### src/rtl/mask_pkg.sv
// mask_pkg: shared constants and FSM state type for the masked-gate feeders.
// Holds share/refresh counts, LFSR width, tap positions and the default seed.
`timescale 1ns/1ps
package mask_pkg;

    localparam int NSHARE = 6;
    localparam int NRAND  = 5;
    localparam int LFSR_W = 32;

    // Fibonacci feedback taps: fb = s[31]^s[21]^s[1]^s[0]
    localparam int TAP0 = 31;
    localparam int TAP1 = 21;
    localparam int TAP2 = 1;
    localparam int TAP3 = 0;

    localparam logic [LFSR_W-1:0] DEF_SEED = 32'hACE1_0001;

    typedef enum logic [2:0] {
        IDLE,
        GX,
        GY,
        GR,
        HOLD
    } state_e;

endpackage

### src/rtl/lfsr5_step.sv
// lfsr5_step: five unrolled Fibonacci LFSR steps in one combinational pass.
// Ports: s (current state), s_next (state after 5 steps), b (bits, b[0] first).
`timescale 1ns/1ps
module lfsr5_step
    import mask_pkg::*;
(
    input  logic [LFSR_W-1:0] s,
    output logic [LFSR_W-1:0] s_next,
    output logic [NRAND-1:0]  b
);

    always_comb begin
        logic [LFSR_W-1:0] t;
        t = s;
        b = '0;
        for (int k = 0; k < NRAND; k++) begin
            b[k] = t[TAP0] ^ t[TAP1] ^ t[TAP2] ^ t[TAP3];
            t    = {t[LFSR_W-2:0], b[k]};
        end
        s_next = t;
    end

endmodule

### src/rtl/mul5_share_feeder.sv
// mul5_share_feeder: Boolean-masks one (x, y) bit pair into 6 shares each and
// supplies 5 refresh bits for Mul5, all drawn from an internal 32-bit LFSR.
// Ports: clk, rst (async high); in_valid/in_ready/in_x/in_y operand handshake;
// seed_load/seed_in reseed (IDLE only); out_valid/out_ready with x, y, r.
`timescale 1ns/1ps
module mul5_share_feeder #(
    parameter int          NSHARE = 6,
    parameter int          NRAND  = 5,
    parameter logic [31:0] SEED   = 32'hACE1_0001
) (
    input  logic              clk,
    input  logic              rst,
    input  logic              in_valid,
    output logic              in_ready,
    input  logic              in_x,
    input  logic              in_y,
    input  logic              seed_load,
    input  logic [31:0]       seed_in,
    output logic              out_valid,
    input  logic              out_ready,
    output logic [NSHARE-1:0] x,
    output logic [NSHARE-1:0] y,
    output logic [NRAND-1:0]  r
);

    import mask_pkg::*;

    state_e            state_q, state_d;
    logic [LFSR_W-1:0] lfsr_q, lfsr_d, lfsr_nx;
    logic [NRAND-1:0]  bits;
    logic [NSHARE-1:0] x_q, x_d, y_q, y_d;
    logic [NRAND-1:0]  r_q, r_d;
    logic              xin_q, xin_d, yin_q, yin_d;
    logic              ov_q, ov_d;

    lfsr5_step u_step (
        .s      (lfsr_q),
        .s_next (lfsr_nx),
        .b      (bits)
    );

    always_ff @(posedge clk or posedge rst) begin
        if (rst) begin
            state_q <= IDLE;
            lfsr_q  <= SEED;
            x_q     <= '0;
            y_q     <= '0;
            r_q     <= '0;
            xin_q   <= 1'b0;
            yin_q   <= 1'b0;
            ov_q    <= 1'b0;
        end else begin
            state_q <= state_d;
            lfsr_q  <= lfsr_d;
            x_q     <= x_d;
            y_q     <= y_d;
            r_q     <= r_d;
            xin_q   <= xin_d;
            yin_q   <= yin_d;
            ov_q    <= ov_d;
        end
    end

    always_comb begin
        state_d = state_q;
        lfsr_d  = lfsr_q;
        x_d     = x_q;
        y_d     = y_q;
        r_d     = r_q;
        xin_d   = xin_q;
        yin_d   = yin_q;
        ov_d    = ov_q;
        unique case (state_q)
            IDLE: begin
                // Reseed wins over a new operand; the operand waits a cycle.
                if (seed_load) begin
                    lfsr_d = (seed_in == '0) ? 32'h1 : seed_in;
                end else if (in_valid) begin
                    xin_d   = in_x;
                    yin_d   = in_y;
                    state_d = GX;
                end
            end
            GX: begin
                // Top share closes the XOR so all six recombine to in_x.
                lfsr_d  = lfsr_nx;
                x_d     = {xin_q ^ (^bits), bits};
                state_d = GY;
            end
            GY: begin
                lfsr_d  = lfsr_nx;
                y_d     = {yin_q ^ (^bits), bits};
                state_d = GR;
            end
            GR: begin
                lfsr_d  = lfsr_nx;
                r_d     = bits;
                ov_d    = 1'b1;
                state_d = HOLD;
            end
            HOLD: begin
                if (out_ready) begin
                    ov_d    = 1'b0;
                    state_d = IDLE;
                end
            end
            default: begin
                state_d = IDLE;
            end
        endcase
    end

    assign in_ready  = (state_q == IDLE);
    assign out_valid = ov_q;
    assign x         = x_q;
    assign y         = y_q;
    assign r         = r_q;

endmodule

### config.mk
export PLATFORM = sky130hd
export DESIGN_NAME = mul5_share_feeder
export DESIGN_NICKNAME = d
export VERILOG_FILES = /design/src/rtl/mask_pkg.sv /design/src/rtl/lfsr5_step.sv /design/src/rtl/mul5_share_feeder.sv
export SDC_FILE = /design/constraint.sdc
export NUM_CORES = 1
export LEC_CHECK = 0
export ABC_AREA = 1
export CAP_MARGIN = 20
export CORE_AREA = 2 2 92 94
export DETAILED_ROUTE_END_ITERATION = 10
export DIE_AREA = 0 0 94 96
export PLACE_DENSITY = 0.59
export SETUP_SLACK_MARGIN = 0.05
export SLEW_MARGIN = 20
export SYNTH_ARGS = -nofsm -noshare
export SYNTH_HDL_FRONTEND = slang
export SYNTH_SLANG_ARGS = --single-unit
### constraint.sdc
create_clock -name clk -period 1.6 [get_ports clk]
set_input_delay 0.16 -clock clk [delete_from_list [all_inputs] [get_ports clk]]
set_output_delay 0.16 -clock clk [all_outputs]
set_load 0.01 [all_outputs]
==> impl_metrics.yaml, run 1 <==
sta:
  period_needed_ns: 1.51
  hold_violations: 0
  setup_viol: 0
  tightestPinTransition_ns: 0.424
  finalCritPeriodShare_pct: 94.6
  fin_worst_skew_ns: 0.00999
  tns_ns: 0
  maxSlewViolCount: 0
  fmax_mhz: 661
  relSlewSlack_pct: 71.7
  grt_setup_unrepaired: "true"
critical_path:
  critical_path_class: "reg2reg"
  crit_top_cell: "nor2_4"
  cp_max_fo: 6
  slowest_stage: "dfrtp_1"
  startpoint_type: "flip-flop"
  cp_slowest_stage_delay_ns: 0.43
  cp.required_ns: 1.79
  crit_arrival_ns: 1.71
  crit_chain: "nor2_4, buf_4, nor2_4, clkinvlp_4, buf_6, a21oi_2, a22oi_2"
  endpoint_kind: "flip-flop"
  crit_family: "buffers and inverters"
  cp_num_buf_inv: 3
logic_synthesis:
  synth_seq_area_share_pct: 50.5
  syn-cell-area_sq_um: 2750
  ys_types: 25
  ys_ff_latch: 55
  ys.warnings.count: 0
  syn_inst: 360
  syn_area_per_cell_sq_um: 7.64
  syn_nets: 399
clock_network:
  clock_path_buffers: 2
  clock_latency_ns: 0.31
  cts.sinks: 55
  htreeDepth: 2
  cts_hold_buf: 0
  path_clk_slew_ns: 0.10
  cts_made_buffers: 5
  cts_tree: "yes"
  root_buffer: "clkbuf_8"
routing:
  drc_errors: 0
  vias: 2559
  totalWireLength_um: 7120
  postRouteAntennaNets: 0
  via_per_inst: 4.73
  drtIter0Drc: 95
  dr.pass1.iters: 4
  wire_per_inst_um: 13.2
pwr:
  finalPower_mw: 9.31
  p_leak_nw: 1.79
  ir_drop_mv: 0.783
  powerDensity_nw_per_um2: 2430
floorplanning:
  rows: 33
  initial_core_util_pct: 34.1
  die_w_um: 94
  die-area_sq_um: 9020
  pin_count: 58
  coreArea_sq_um: 8050
  die_h_um: 96
global_routing:
  grt_overflow: 0
  antenna_found_initial: 0
  grt_pass1_wl_um: 11600
  track_usage_pct: 16.5
  grt_pass1_vias: 2439
  grt_max_degree: 40
final_layout:
  final_cells: 541
  nets: 474
  fin_util_pct: 47.6
  fin_area_sq_um: 3830
  most-common-layout-cells: "nand2_1 (84), clkdlybuf4s50_1 (56), nor2_1 (55)"
  drive_above_1_share_pct: 16.1
  syn2layout_area_growth_pct: 39.5
  layout_commonest_cell: "nand2_1"
  antenna_cells: 0
placed_design:
  io_buffers: 57
  placement.cell_area_sq_um: 3540
  dpl.hpwl_um: 5220
  dp_cells: 525
  gp_congestion: 0.794
outcome:
  status: "finished, final reports clean"
run:
  maxCapViolations: 0
hold_path:
  hp-class: "in2async"
==> stage by stage <==
stage	hold slack, ns	setup WS (ns)
after global placement	0.466	-0.0659
after CTS	0.184	0.0251
after detailed placement	0.471	-0.0633
after global routing	0.199	-0.0127
final	0.167	0.0865
after floorplan	0.268	0.112
==> layout make-up <==
cell class / count / area (sq um)
fill: 803 / 4220
timing repair buffer: 80 / 810
tap: 105 / 131
multi-input combinational: 253 / 1230
sequential: 55 / 1390
clock inverter: 2 / 35.0
inverter: 40 / 156
clock buffer: 6 / 82.6
==> worst reg2reg max path: stages (launching register included) <==
cell and delay [ns]:
dfrtp_1 0.43, nor2_4 0.07, buf_4 0.15, nor2_4 0.19, clkinvlp_4 0.21, buf_6 0.17, a21oi_2 0.13, a22oi_2 0.06
==> routing by layer <==
metal  vias up  part of all wire [%]  global-route usage (%)
met5         -                     0                       0
met4         0                  0.41                    3.26
met3         4                   5.0                    3.13
met2        79                    48                    27.9
met1      1172                    46                    22.3
li1       1304                     -                       -
==> power by group <==
| group | total (mW) | switching (mW) | internal (mW) |
|---|---|---|---|
| Clock | 0.957 | 0.450 | 0.507 |
| Sequential | 2.73 | 0.503 | 2.23 |
| Combinational | 5.62 | 3.17 | 2.45 |
==> cell usage after synthesis, drive strengths merged <==
cell type  number  area [sq um]
clkinv          2          7.51
a31oi          11          68.8
or2             1          6.26
dfrtp          46          1150
xnor2           3          26.3
nand2          97           364
clkbuf          7          26.3
o21ai          22           121
xor2            3          26.3
inv            38           143
a22oi           3          22.5
buf             5          31.3
o22ai           1          6.26
nand3          16          80.1
nor2           57           229
o211a           1          10.0
dfstp           9           236
nand4           2          12.5
a21oi          33           165
nor3            3          15.0
==> cells by family (layout without fill, tap and decap cells) <==
kind of cell | count (synthesis) | after routing | synth area share, %
and+or+nand+nor | 176 | 176 | 25.7
AOI/OAI and AO/OA | 71 | 71 | 14.3
DFF | 55 | 55 | 50.5
buffers and inverters | 52 | 128 | 7.56
xor gates and xnor gates | 6 | 6 | 1.91
==> registers in the layout (all words and copies together) (netlist names) <==
signal / cells
lfsr_q: 32
xin_q: 1
out_valid: 1
x: 6
y: 6
yin_q: 1
state_q: 3
r: 5
==> path summary, 6_finish.rpt <==
path	startpoint	end	slack [ns]	cells past startpoint
max	state_q[0]	lfsr_q[2]	0.09	7
min	rst	lfsr_q[25]	0.17	2
max reg2reg	state_q[0]	lfsr_q[2]	0.09	7
min reg2reg	y[2]	y[2]	0.49	2
max in group asynchronous	rst	lfsr_q[16]	0.90	3
min in group clk	seed_in[29]	lfsr_q[29]	0.39	3
==> timing repair <==
action,CTS,global route
endpoints found under the setup margin,10,44
buffers inserted,2,5
resized for setup,6,31
gates cloned,0,1
pin swaps,3,8
Note: power is estimated with default switching activity, not from simulation.
==> run 2: changes to the inputs <==
--- a/config.mk
+++ b/config.mk
@@ -16,3 +16,4 @@
 export SYNTH_ARGS = -nofsm -noshare
 export SYNTH_HDL_FRONTEND = slang
 export SYNTH_SLANG_ARGS = --single-unit
+export TNS_END_PERCENT = 20
==> impl_metrics.yaml, run 2 (same netlist as run 1, synthesis figures left out) <==
sta:
  fmax_mhz: 671
  relSlewSlack_pct: 71.6
  finalCritPeriodShare_pct: 93.1
  tightestPinTransition_ns: 0.425
  hold_violations: 0
  setup_viol: 0
  period_needed_ns: 1.49
  whs_ns: 0.169
  grt_setup_unrepaired: "true"
  fin_worst_skew_ns: 0.00987
  maxSlewViolCount: 0
  tns_ns: 0
clock_network:
  cts_made_buffers: 5
  cts_hold_buf: 0
  path_clk_slew_ns: 0.10
  root_buffer: "clkbuf_8"
  cts_tree: "yes"
  clock_path_buffers: 2
  clock_latency_ns: 0.31
  htreeDepth: 2
  cts.sinks: 55
pwr:
  seqPwrFrac_pct: 30.1
  internal-power_mw: 5.06
  finalPower_mw: 9.08
  p_sw_share_pct: 44.3
  ir_drop_mv: 0.735
  powerDensity_nw_per_um2: 2390
  p_leak_nw: 1.77
  comb_power_share_pct: 59.4
  p_clk_share_pct: 10.5
  p_sw_mw: 4.02
routing:
  drc_errors: 0
  drtIter0Drc: 93
  via_per_inst: 4.69
  postRouteAntennaNets: 0
  totalWireLength_um: 6930
  vias: 2527
  dr.pass1.iters: 4
  wire_per_inst_um: 12.9
critical_path:
  ff2ff_path_depth: 7
  critical_path_class: "reg2reg"
  cp.required_ns: 1.79
  reg2reg_from: "state_q[0]"
  rr_endpoint: "lfsr_q[2]"
  crit_arrival_ns: 1.68
  startpoint_type: "flip-flop"
  endpoint_kind: "flip-flop"
  crit_top_cell: "nor2_4"
  cp_max_fo: 6
  crit_chain: "nor2_4, buf_4, nor2_4, clkinvlp_4, buf_6, a21oi_2, a22oi_2"
  slowest_stage: "dfrtp_1"
  endpoint: "lfsr_q[2]"
  r2r_setup_slack_ns: 0.11
  cp_slowest_stage_delay_ns: 0.43
  setup.worst_path.start: "state_q[0]"
floorplanning:
  rows: 33
  initial_core_util_pct: 34.1
  die_w_um: 94
  die-area_sq_um: 9020
  pin_count: 58
  coreArea_sq_um: 8050
  die_h_um: 96
global_routing:
  grt_max_degree: 40
  grt_pass1_vias: 2439
  track_usage_pct: 16.5
  grt_pass1_wl_um: 11600
  grt_overflow: 0
  antenna_found_initial: 0
outcome:
  status: "finished, final reports clean"
placed_design:
  dp_cells: 525
  gp_congestion: 0.794
  io_buffers: 57
  dpl.hpwl_um: 5220
final_layout:
  final_cells: 539
  fin_util_pct: 47.1
  most-common-layout-cells: "nand2_1 (85), clkdlybuf4s50_1 (56), nor2_1 (55)"
  fill_cells: 812
  top_register: "lfsr_q"
  largest_reg_flops: 32
  drive_above_1_share_pct: 15.4
  nets: 472
  syn2layout_area_growth_pct: 38.0
  antenna_cells: 0
  layout_commonest_cell: "nand2_1"
run:
  maxCapViolations: 0
hold_path:
  hp-class: "in2async"
==> run 2: worst min-delay path by stage <==
stage	start	endpoint	slack, ns	depth (start not counted)
2_1_floorplan	seed_in[16]	lfsr_q[16]	0.27	2
3_3_place_gp	r[2]	r[2]	0.47	2
3_5_place_dp	r[4]	r[4]	0.47	2
4_1_cts	rst	lfsr_q[20]	0.18	2
5_1_grt	rst	state_q[1]	0.20	2
6_report	rst	lfsr_q[25]	0.17	2
==> run 2: worst max-delay path: cells and delay by family, from the launching register on <==
kind | cells | cell delay [ns]
compound gates | 2 | 0.19
buf+inv | 3 | 0.52
flops | 1 | 0.43
simple gates | 2 | 0.23
==> run 2: layer usage <==
metal / track usage (%) / routed length, um
met5: 0 / 0
met4: 3.26 / 19
met3: 3.13 / 323
met2: 27.9 / 3320
met1: 22.3 / 3270
==> run 2: timing repair <==
action | 4_1_cts | 5_1_grt
gates resized for setup | 5 | 30
buffers inserted | 2 | 4
pin swaps | 3 | 8
hold endpoints to repair | 0 | 0
endpoints found under the setup margin | 10 | 46
==> run 2: metrics by stage <==
step / setup WS (ns) / instance area (sq um)
global placement: -0.0659 / 3540
global route: 0.0248 / 3790
CTS: 0.0197 / 3680
detailed placement: -0.0633 / 3540
floorplan: 0.112 / 2750
finish: 0.110 / 3790
==> run 2: area by class of cell <==
| type | count | area, sq um | share of cell area (%) |
|---|---|---|---|
| Clock buffer | 6 | 82.6 | 2.18 |
| Clock inverter | 2 | 35.0 | 0.923 |
| Inverter | 40 | 156 | 4.12 |
| Multi-Input combinational cell | 253 | 1220 | 32.2 |
| Sequential cell | 55 | 1390 | 36.6 |
| Tap cell | 105 | 131 | 3.46 |
| Timing Repair Buffer | 78 | 777 | 20.5 |
==> run 2: power groups by stage <==
stage,sequential [mW],clock (mW),combinational (mW)
final,2.73,0.956,5.39
after detailed placement,2.74,0,4.84
after global placement,2.72,0,4.77
after floorplan,2.71,0,3.11
after CTS,2.72,0.992,4.97
after global routing,2.83,1.04,6.11
